<file path="src/rtl/fetch_pkg.sv">
// fetch_pkg: shared types and constants for the instruction fetch slice.
//   fetch_state_t   - fetch FSM encoding (FETCH=0, HALT=1, FAULT=2)
//   fetch_entry_t   - one buffered fetch result {pc, instr}
//   FETCH_BUF_DEPTH - number of entries in the fetch buffer
//   FETCH_INSTR_W   - instruction field width carried in fetch_entry_t
package fetch_pkg;

  localparam int FETCH_BUF_DEPTH = 2;
  localparam int FETCH_INSTR_W   = 32;

  typedef enum logic [1:0] {
    FETCH = 2'd0,
    HALT  = 2'd1,
    FAULT = 2'd2
  } fetch_state_t;

  typedef struct packed {
    logic [31:0]              pc;
    logic [FETCH_INSTR_W-1:0] instr;
  } fetch_entry_t;

endpackage

</file>
<file path="src/rtl/fetch_controller_buffer.sv">
// fetch_buffer: two-entry FIFO of fetch_entry_t between fetch and decode.
// Ports:
//   clk, rst        - clock, asynchronous active-high reset
//   push_i          - write push_entry_i at the clock edge
//   pop_i           - retire the head entry at the clock edge
//   flush_i         - discard all entries (overrides push and pop)
//   push_entry_i    - entry to write
//   count_o         - number of valid entries (0..2)
//   head_o          - oldest entry (meaningful only when count_o != 0)
// The caller never pushes when full without popping in the same cycle,
// and never pops when empty.
module fetch_buffer
  import fetch_pkg::*;
(
  input  logic         clk,
  input  logic         rst,
  input  logic         push_i,
  input  logic         pop_i,
  input  logic         flush_i,
  input  fetch_entry_t push_entry_i,
  output logic [1:0]   count_o,
  output fetch_entry_t head_o
);

  fetch_entry_t mem_q [FETCH_BUF_DEPTH];
  logic         wr_ptr_q, wr_ptr_d;
  logic         rd_ptr_q, rd_ptr_d;
  logic [1:0]   count_q, count_d;

  always_comb begin
    wr_ptr_d = wr_ptr_q;
    rd_ptr_d = rd_ptr_q;
    count_d  = count_q;
    if (flush_i) begin
      wr_ptr_d = 1'b0;
      rd_ptr_d = 1'b0;
      count_d  = 2'd0;
    end else begin
      if (push_i) wr_ptr_d = ~wr_ptr_q;
      if (pop_i)  rd_ptr_d = ~rd_ptr_q;
      count_d = count_q + {1'b0, push_i} - {1'b0, pop_i};
    end
  end

  always_ff @(posedge clk or posedge rst) begin
    if (rst) begin
      wr_ptr_q <= 1'b0;
      rd_ptr_q <= 1'b0;
      count_q  <= 2'd0;
      for (int i = 0; i < FETCH_BUF_DEPTH; i++) mem_q[i] <= '0;
    end else begin
      wr_ptr_q <= wr_ptr_d;
      rd_ptr_q <= rd_ptr_d;
      count_q  <= count_d;
      // When full with a simultaneous pop, wr_ptr equals rd_ptr: the head is
      // read combinationally this cycle and overwritten at the edge.
      if (push_i && !flush_i) mem_q[wr_ptr_q] <= push_entry_i;
    end
  end

  assign count_o = count_q;
  assign head_o  = mem_q[rd_ptr_q];

endmodule

</file>
<file path="src/rtl/fetch_controller.sv">
// fetch_controller: sequential instruction fetch with a 2-entry output buffer.
// Ports:
//   clk, rst                    - clock, asynchronous active-high reset
//   imem_addr, imem_read_en     - word address / read enable to instruction memory
//   imem_instruction            - asynchronous read data from instruction memory
//   redirect_valid, redirect_pc - branch/jump target (highest priority, flushes)
//   halt_req                    - stop fetching (enter HALT)
//   out_valid/out_ready         - decode handshake: an entry transfers on a cycle
//                                 where both are high; out_valid stays high and
//                                 out_pc/out_instr stay stable until transfer
//                                 or flush
//   out_instr, out_pc           - head entry of the buffer
//   fault, state_o              - status (fault = state FAULT)
//   perf_fetched, perf_flushes  - event counters
// Configuration: define FETCH_PERF_EN to build the perf counters; otherwise
// the perf ports are tied to zero.
// The buffered instruction field is FETCH_INSTR_W bits wide; WIDTH is
// expected to match it.
module fetch_controller
  import fetch_pkg::*;
#(
  parameter int          WIDTH        = 32,
  parameter int          SIZE         = 1024,
  parameter int          ADDRESS_SIZE = 10,
  parameter logic [31:0] RESET_PC     = 32'h0
) (
  input  logic                    clk,
  input  logic                    rst,
  output logic [ADDRESS_SIZE-1:0] imem_addr,
  output logic                    imem_read_en,
  input  logic [WIDTH-1:0]        imem_instruction,
  input  logic                    redirect_valid,
  input  logic [31:0]             redirect_pc,
  input  logic                    halt_req,
  output logic                    out_valid,
  input  logic                    out_ready,
  output logic [WIDTH-1:0]        out_instr,
  output logic [31:0]             out_pc,
  output logic                    fault,
  output logic [1:0]              state_o,
  output logic [31:0]             perf_fetched,
  output logic [31:0]             perf_flushes
);

  // One extra bit so SIZE*4 == 2^32 would still compare correctly.
  localparam logic [32:0] PC_LIMIT = 33'(SIZE) * 33'd4;

  fetch_state_t state_q;
  logic [31:0]  pc_q;
  logic         fault_q;

  logic [1:0]   count;
  fetch_entry_t head;
  fetch_entry_t push_entry;
  logic         pop;
  logic         pc_in_range;
  logic         redirect_ok;
  logic         fetch_fire;

  assign out_valid   = (count != 2'd0);
  assign pop         = out_valid && out_ready;
  assign pc_in_range = ({1'b0, pc_q} < PC_LIMIT);
  assign redirect_ok = (redirect_pc[1:0] == 2'b00) && ({1'b0, redirect_pc} < PC_LIMIT);

  // A full buffer may still accept a fetch when the head leaves this cycle.
  // rst gates the fire so imem_read_en is low for the whole reset.
  assign fetch_fire = !rst && (state_q == FETCH) && !redirect_valid && !halt_req &&
                      pc_in_range && ((count < 2'(FETCH_BUF_DEPTH)) || pop);

  assign push_entry.pc    = pc_q;
  assign push_entry.instr = FETCH_INSTR_W'(imem_instruction);

  fetch_buffer u_buffer (
    .clk          (clk),
    .rst          (rst),
    .push_i       (fetch_fire),
    .pop_i        (pop),
    .flush_i      (redirect_valid),
    .push_entry_i (push_entry),
    .count_o      (count),
    .head_o       (head)
  );

  // FSM and program counter. Redirect wins in every state; otherwise a fault
  // on an out-of-range PC takes precedence over a halt request.
  always_ff @(posedge clk or posedge rst) begin
    if (rst) begin
      state_q <= FETCH;
      pc_q    <= RESET_PC;
      fault_q <= 1'b0;
    end else if (redirect_valid) begin
      if (redirect_ok) begin
        pc_q    <= redirect_pc;
        state_q <= FETCH;
        fault_q <= 1'b0;
      end else begin
        state_q <= FAULT;
        fault_q <= 1'b1;
      end
    end else begin
      case (state_q)
        FETCH: begin
          if (!pc_in_range) begin
            state_q <= FAULT;
            fault_q <= 1'b1;
          end else if (halt_req) begin
            state_q <= HALT;
          end else if (fetch_fire) begin
            pc_q <= pc_q + 32'd4;
          end
        end
        HALT:    state_q <= HALT;
        FAULT:   state_q <= FAULT;
        default: begin
          state_q <= FAULT;
          fault_q <= 1'b1;
        end
      endcase
    end
  end

  assign imem_addr    = pc_q[ADDRESS_SIZE+1:2];
  assign imem_read_en = fetch_fire;
  assign out_pc       = head.pc;
  assign out_instr    = WIDTH'(head.instr);
  assign fault        = fault_q;
  assign state_o      = state_q;

`ifdef FETCH_PERF_EN
  logic [31:0] perf_fetched_q;
  logic [31:0] perf_flushes_q;

  always_ff @(posedge clk or posedge rst) begin
    if (rst) begin
      perf_fetched_q <= 32'd0;
      perf_flushes_q <= 32'd0;
    end else begin
      if (fetch_fire)     perf_fetched_q <= perf_fetched_q + 32'd1;
      if (redirect_valid) perf_flushes_q <= perf_flushes_q + 32'd1;
    end
  end

  assign perf_fetched = perf_fetched_q;
  assign perf_flushes = perf_flushes_q;
`else
  assign perf_fetched = 32'd0;
  assign perf_flushes = 32'd0;
`endif

endmodule

</file>
<file path="config.mk">
export PLATFORM = sky130hd
export DESIGN_NAME = fetch_controller
export DESIGN_NICKNAME = d
export VERILOG_FILES = /design/src/rtl/fetch_pkg.sv /design/src/rtl/fetch_controller_buffer.sv /design/src/rtl/fetch_controller.sv
export SDC_FILE = /design/constraint.sdc
export NUM_CORES = 1
export LEC_CHECK = 0
export CAP_MARGIN = 20
export CORE_MARGIN = 5
export CORE_UTILIZATION = 44
export DETAILED_ROUTE_END_ITERATION = 12
export PLACE_DENSITY = 0.77
export SLEW_MARGIN = 25
export SYNTH_ARGS = -nofsm -noshare
export SYNTH_HDL_FRONTEND = slang
export SYNTH_SLANG_ARGS = --single-unit
</file>
<file path="constraint.sdc">
create_clock -name clk -period 5.51 [get_ports clk]
set_input_delay 0.8265 -clock clk [delete_from_list [all_inputs] [get_ports clk]]
set_output_delay 0.8265 -clock clk [all_outputs]
set_load 0.03 [all_outputs]
</file>
# Yosys cells after proc, flatten, opt, wreduce, memory -nomap -nowiden
# Cells that the tools add are included.
# op_classes
muxes	26
n_addsub	3
n_eq_ne	7
order_cmp	6
shifts	0
n_mul	0
bitwise_logic	4
reduce_logical	23
div	0
# op_table
cell	count
2-to-1 mux 64 bit	4
2-to-1 mux 32 bit	6
bitwise mux 128 bit	1
demux 64 bit (select 1 bit)	1
< comparator 32 x 13 -> 1 bit, second input constant	2
adder 32 x 3 -> 32 bit, second input constant	1
2-to-1 mux 2 bit	5
nonzero test 2 bit	5
logical AND 1 bit	9
2-to-1 mux 1 bit	7
AND reduction 5 bit	1
greater-or-equal comparator 2 bit, second input constant	2
logical NOT 2 bit	2
!= test 2 x 1 -> 1 bit, second input constant	2
!= test 4 bit, second input constant	1
inverter 1 -> 2 bit	2
case mux 2 bit (2 select lines)	1
logical NOT 1 bit	3
!= test 3 bit, second input constant	1
adder 2 x 1 -> 2 bit	1
== test 2 x 1 -> 1 bit, second input constant	1
== test 2 bit, second input constant	1
< comparator 2 x 1 -> 1 bit, second input constant	1
< comparator 2 bit, second input constant	1
7 further kinds	8
# word_totals
rom_bits	0
ram_bits	0
mem_count	0
output_inout_bits	143
register_bits	167
latch_bits	0

# Depth between registers and ports, before layout
# Gate-level depths: netlist of run 1.
# depth
word_depth	11
mapped_depth	11

# Cells and area by module
# A second synthesis of run 1 with hierarchy kept.
# unflattened
hier_cells	600
hier_area_um2	8254.2
# by_module_without_submodules
module	instances	area_each_um2	seq_area_each_um2	cells_each
fetch_buffer	1	6052.1	3303.2	359
fetch_controller	1	2202.1	875.8	241

# Worst setup path before layout of run 1
# Ideal clock, no wire load.
# synth_timing
path_kind	input-to-output
startpoint	in redirect_valid
endpoint	out imem_read_en
slack_ps	2677
arrival_ps	2006
n_path_buf	1
required_ps	4683
stages	5
path_cell_list	nor4b_2 nand4_1 or3_1 clkbuf_1 inv_1
# synth_between
elab_chain_len	5
# synth_rtl
item	line_no	source
start, declared	fetch_controller.sv:32	input logic redirect_valid,
logical NOT 1 bit	fetch_controller.sv:67	assign fetch_fire = !rst && (state_q == FETCH) && !redirect_valid && !halt_req &&
logical AND 1 bit (3 in series)	fetch_controller.sv:67	
logical AND 1 bit	fetch_controller.sv:68	pc_in_range && ((count < 2'(FETCH_BUF_DEPTH)) || pop);
end, declared	fetch_controller.sv:30	output logic imem_read_en,
# Every way passes these cells.

# Worst setup path after layout of run 1
# Same ends and word-level chain as after synthesis.

==> results of run 1 <==
[state kept, by name (all words and copies together) (netlist names)]
name and count:
u_buffer.mem_q 128, pc_q 32, state_o 2, u_buffer.count_o 2, fault 1, u_buffer.rd_ptr_q 1
u_buffer.wr_ptr_q 1
[through the flow]
stage               total power, mW  hold WS (ns)  worst slack (ns)
finish                         2.64         0.480              1.40
global route                   2.74         0.500              1.26
floorplan                      1.44         0.447             0.165
global placement               1.48         0.463              1.47
CTS                            2.67         0.485              1.41
detailed placement             1.48         0.469              1.41
[cells by family (layout without fill, tap and decap cells)]
group | after synthesis | count (layout) | synth area share, %
AOI/OAI and AO/OA | 34 | 34 | 2.94
xor gates and xnor gates | 3 | 3 | 0.341
adders and majority gates | 5 | 5 | 0.812
buffers and inverters | 114 | 198 | 9.68
DFF | 167 | 167 | 54.3
muxes | 158 | 158 | 23.0
other | 1 | 64 | 0.0487
and+or+nand+nor | 115 | 115 | 8.92
[cell usage after synthesis (all sizes together), types with 6 or more instances]
library cell / number / area [um^2]
dfrtp: 167 / 4180
mux2: 152 / 1710
buf: 86 / 641
and2: 35 / 219
nor2b: 21 / 131
clkbuf: 16 / 60.1
inv: 12 / 45.0
nor2: 11 / 41.3
nand2: 10 / 37.5
a21oi: 8 / 40.0
and3: 8 / 50.1
nor4: 8 / 50.1
mux2i: 6 / 60.1
[layout make-up]
type                    count  area (um^2)  area share (%)
clock inverters            10          120            1.25
clock buffers              22          474            4.92
inverters                  12         50.0           0.519
multi-input cells         379         3020            31.3
well taps                 225          282            2.92
flip-flops and latches    167         4180            43.3
repair buffers            154         1520            15.8
[worst max-delay path, stage by stage]
cell             delay [ns]
clkdlybuf4s50_1        0.44
nor4b_2                0.26
nand4_1                0.17
or3_1                  0.65
inv_1                  0.23
clkdlybuf4s50_1        0.70
[final timing paths]
check	depth (start not counted)	start	to	slack (ns)
max in group asynchronous	3	rst	u_buffer.mem_q[16]	3.55
worst min register to register	1	u_buffer.mem_q[55]	u_buffer.mem_q[55]	0.48
worst max-delay path	6	redirect_valid	imem_read_en	1.40
worst max register to register	8	state_o[1]	u_buffer.mem_q[25]	2.63
min in group asynchronous	2	rst	pc_q[17]	0.85
worst min-delay path	1	u_buffer.mem_q[55]	u_buffer.mem_q[55]	0.48
[where the power goes]
group	switching [mW]	internal [mW]	total, mW
sequential	0.0210	1.23	1.25
combinational	0.127	0.0834	0.211
clock	0.475	0.706	1.18
[layer usage]
layer / part of all wire [%] / up-vias
met4: 1.5 / 0
met5: 0 / -
met2: 50 / 176
li1: - / 2180
met1: 42 / 2448
met3: 5.9 / 22
==> results.sh, run 1 <==
export IMPL_hold_viol_final=0
export IMPL_rows=48
export IMPL_endpoint_kind="primary output"
export IMPL_drive_gt1_share_pct=26.2
export IMPL_via_per_inst=4.98
export IMPL_path_clk_slew_ns=0.06
export IMPL_numCtsBuffers=17
export IMPL_fin_worst_skew_ns=0.00989
export IMPL_nFillCells=1388
export IMPL_dpl_cell_area_um2=9050
export IMPL_async_flop_share_pct=100
export IMPL_yosysWarnings=0
export IMPL_grt_usage_pct=16.1
export IMPL_grt_busiest_layer="met2"
export IMPL_die_h_um=142
export IMPL_syn_area_per_cell_um2=12.9
export IMPL_peakVddDrop_mv=0.198
export IMPL_rsz0062_at_grt="no"
export IMPL_crit_type="in -> out"
export IMPL_cp_max_fo=16
export IMPL_cts_root_buffer="clkbuf_16"
export IMPL_tightest_slew_ns=0.985
export IMPL_htreeDepth=4
export IMPL_hold_class="reg -> reg"
export IMPL_drv_slew=0
export IMPL_cp_data_arrival_time_ns=3.28
export IMPL_dp_cells=937
export IMPL_grtUsageMet3_pct=3.46
export IMPL_synthCells=597
export IMPL_dr_first_iter_drc_count=222
export IMPL_setup_viol=0
export IMPL_hold_buffers=0
export IMPL_nNetsFinal=805
export IMPL_ios=212
export IMPL_dp_hpwl_um=11200
export IMPL_fin_util_pct=56.0
export IMPL_required_ns=4.68
export IMPL_clockBufferDepth=2
export IMPL_fin_crit_sh_pct=74.5
export IMPL_syn_area_um2=7700
export IMPL_ys_flop_type="dfrtp_1"
export IMPL_cp_start_kind="primary input"
export IMPL_p_leak_nw=4.78
export IMPL_die_area_um2=20300
export IMPL_max_freq_mhz=243
export IMPL_fin_crit_ns=4.11
export IMPL_p_per_area_nw_per_um2=274
export IMPL_grt_start_max_net_pins=61
export IMPL_stdcell_count=969
export IMPL_synth_cell_types=42
export IMPL_via_count=4826
export IMPL_layout_commonest_cell="dfrtp_1"
export IMPL_grt_pass1_wl_um=26300
export IMPL_cts_resized=0
export IMPL_dr_pass1_iters=4
export IMPL_clk_latency_ns=0.42
export IMPL_wire_per_inst_um=16.7
export IMPL_core_area_um2=17200
export IMPL_slew_headroom_pct=34.3
export IMPL_n_antenna_cell=0
export IMPL_io_buffers=147
export IMPL_grt_pass1_vias=5223
export IMPL_wl_um=16200
export IMPL_use_met2_pct=27.0
export IMPL_clock_sinks=167
export IMPL_drv_cap=0
export IMPL_stdcell_area_um2=9650
export IMPL_antenna_found_initial=0
export IMPL_met1_usage_pct=20.6
export IMPL_timing_setup_tns_ns=0
export IMPL_die_w_um=142
export IMPL_grt_overflow=0
export IMPL_cts_tree="done"
export IMPL_drc_errors=0
export IMPL_initial_core_util_pct=44.7
export IMPL_post_cts_buffers=0
export IMPL_syn2layout_area_growth_pct=25.2
export IMPL_yosysSeqAreaShare_pct=54.3
export IMPL_synth_seq_cells=167
export IMPL_synth_enable_flop_cells=0
export IMPL_ant_nets=0
export IMPL_mostFrequentLayoutCells="dfrtp_1 (166), mux2_2 (151), clkdlybuf4s50_1 (147), conb_1 (64), and2_1 (35)"
export IMPL_outcome="finished clean"
export IMPL_gp_congestion=0.840
(Power assumes the default switching activity.)
==> inputs of run 2 (changes only) <==
--- a/config.mk
+++ b/config.mk
@@ -7,9 +7,9 @@
 export LEC_CHECK = 0
 export CAP_MARGIN = 20
 export CORE_MARGIN = 5
-export CORE_UTILIZATION = 44
+export CORE_UTILIZATION = 49
 export DETAILED_ROUTE_END_ITERATION = 12
-export PLACE_DENSITY = 0.77
+export PLACE_DENSITY = 0.81
 export SLEW_MARGIN = 25
 export SYNTH_ARGS = -nofsm -noshare
 export SYNTH_HDL_FRONTEND = slang
==> constraint.sdc (replaced) <==
create_clock -name clk -period 3.9 [get_ports clk]
set_input_delay 0.585 -clock clk [delete_from_list [all_inputs] [get_ports clk]]
set_output_delay 0.585 -clock clk [all_outputs]
set_load 0.03 [all_outputs]
==> run 2 against run 1 <==
Worst hold slack better by 0.0046 ns. Wire length down 0.43%. Largest cell class unchanged. First-iteration DRC count up 4.5%. Combinational power up 46%.
==> results.sh, run 2 (synthesis gave the netlist of run 1 again) <==
export IMPL_grt_pass1_vias=5154
export IMPL_drive_gt1_share_pct=26.4
export IMPL_layout_commonest_cell="dfrtp_1"
export IMPL_cts_resized=0
export IMPL_reg_top3="u_buffer.mem_q: 128 flops, pc_q: 32 flops"
export IMPL_slew_headroom_pct=43.4
export IMPL_io_buffers=147
export IMPL_dr_first_iter_drc_count=232
export IMPL_drv_cap=0
export IMPL_fin_crit_sh_pct=81.8
export IMPL_reg2reg_slack_ns=1.21
export IMPL_p_leak_nw=4.81
export IMPL_post_cts_buffers=0
export IMPL_cp_data_arrival_time_ns=2.60
export IMPL_ant_nets=0
export IMPL_antenna_found_initial=0
export IMPL_die_area_um2=18300
export IMPL_drv_slew=0
export IMPL_cp_max_fo=16
export IMPL_rsz0062_at_grt="no"
export IMPL_mostFrequentLayoutCells="dfrtp_1 (166), mux2_2 (151), clkdlybuf4s50_1 (146), conb_1 (64), and2_1 (35)"
export IMPL_cts_root_buffer="clkbuf_16"
export IMPL_hold_buffers=0
export IMPL_nFillCells=1161
export IMPL_grt_usage_pct=18.0
export IMPL_p_switching_mw=0.876
export IMPL_dr_pass1_iters=4
export IMPL_seqPwrFrac_pct=45.7
export IMPL_intPower_mw=2.97
export IMPL_power_frac_clock_pct=46.2
export IMPL_cp_start_kind="primary input"
export IMPL_r2r_end="u_buffer.mem_q[42]"
export IMPL_drc_errors=0
export IMPL_die_w_um=135
export IMPL_required_ns=3.31
export IMPL_clock_sinks=167
export IMPL_endpoint_kind="primary output"
export IMPL_layout_setup_ws_ns=0.710
export IMPL_grt_overflow=0
export IMPL_tightest_slew_ns=0.848
export IMPL_rows=45
export IMPL_path_clk_slew_ns=0.07
export IMPL_fin_worst_skew_ns=0.00854
export IMPL_multi_input_area_um2=3020
export IMPL_min_to="u_buffer.mem_q[44]"
export IMPL_worstReg2RegStart="state_o[1]"
export IMPL_hold_class="reg -> reg"
export IMPL_clockBufferDepth=2
export IMPL_grt_pass1_wl_um=26300
export IMPL_dp_hpwl_um=11000
export IMPL_setup_viol=0
export IMPL_fin_crit_ns=3.19
export IMPL_peakVddDrop_mv=0.308
export IMPL_crit_type="in -> out"
export IMPL_hold_viol_final=0
export IMPL_register_area_um2=4180
export IMPL_initial_core_util_pct=50.3
export IMPL_wire_per_inst_um=16.9
export IMPL_core_area_um2=15300
export IMPL_timing_setup_tns_ns=0
export IMPL_clk_latency_ns=0.42
export IMPL_swShare_pct=22.7
export IMPL_whs_path_depth=1
export IMPL_largest_register_ffs=128
export IMPL_syn2layout_area_growth_pct=26.1
export IMPL_via_count=4757
export IMPL_n_antenna_cell=0
export IMPL_comb_power_share_pct=8.0
export IMPL_numCtsBuffers=17
export IMPL_cts_tree="done"
export IMPL_via_per_inst=4.99
export IMPL_r2r_cells=8
export IMPL_wl_um=16100
export IMPL_htreeDepth=4
export IMPL_ios=212
export IMPL_grt_start_max_net_pins=168
export IMPL_hp_start="u_buffer.mem_q[44]"
export IMPL_largest_register="u_buffer.mem_q"
export IMPL_p_per_area_nw_per_um2=396
export IMPL_die_h_um=135
export IMPL_max_freq_mhz=313
export IMPL_outcome="finished clean"
export IMPL_gp_congestion=0.811
export IMPL_nNetsFinal=803
export IMPL_dp_slack_ns=0.707
==> run 2: worst max-delay path by stage <==
stage	start	endpoint	slack [ns]	cells after the start
floorplan	rst	fault	1.19	1
global placement	redirect_valid	imem_read_en	0.81	6
detailed placement	redirect_valid	imem_read_en	0.71	6
CTS	u_buffer.rd_ptr_q	out_pc[11]	0.65	3
global route	state_o[1]	imem_read_en	0.55	7
finish	redirect_valid	imem_read_en	0.71	6
==> run 2: metal layers <==
layer / GRT usage, % / part of all wire [%]
met1: 22.9 / 43
met2: 30.4 / 49
met3: 4.53 / 6.9
met4: 5.43 / 1.4
met5: 0 / 0
==> run 2: layout make-up <==
cell class              instances  area share (%)
flip-flops and latches        167            43.0
multi-input cells             379            31.1
repair buffers                152            16.0
clock buffers                  23            5.23
well taps                     211            2.72
clock inverters                 9            1.42
inverters                      12           0.502
==> run 2: power groups by stage <==
stage	Sequential, mW	Clock, mW	Combinational [mW]
floorplan	1.77	0	0.260
detailed placement	1.79	0	0.310
finish	1.76	1.78	0.309
CTS	1.76	1.82	0.311
global route	1.76	1.89	0.333
global placement	1.79	0	0.306
==> run 2: critical path: stages <==
cell	delay (ns)
clkdlybuf4s50_1	0.45
nor4b_2	0.29
nand4_1	0.19
or3_1	0.64
inv_1	0.24
buf_4	0.20
==> run 2: per-stage QoR <==
step	power (mW)	hold slack (ns)	utilization, %	instance area [um^2]	std cells
2_1_floorplan	2.03	0.447	-	7940	660
3_3_place_gp	2.10	0.463	59.2	9070	921
3_5_place_dp	2.10	0.467	59.2	9070	921
4_1_cts	3.89	0.487	63.4	9710	953
5_1_grt	3.98	0.503	63.4	9710	953
6_report	3.85	0.484	63.4	9710	953
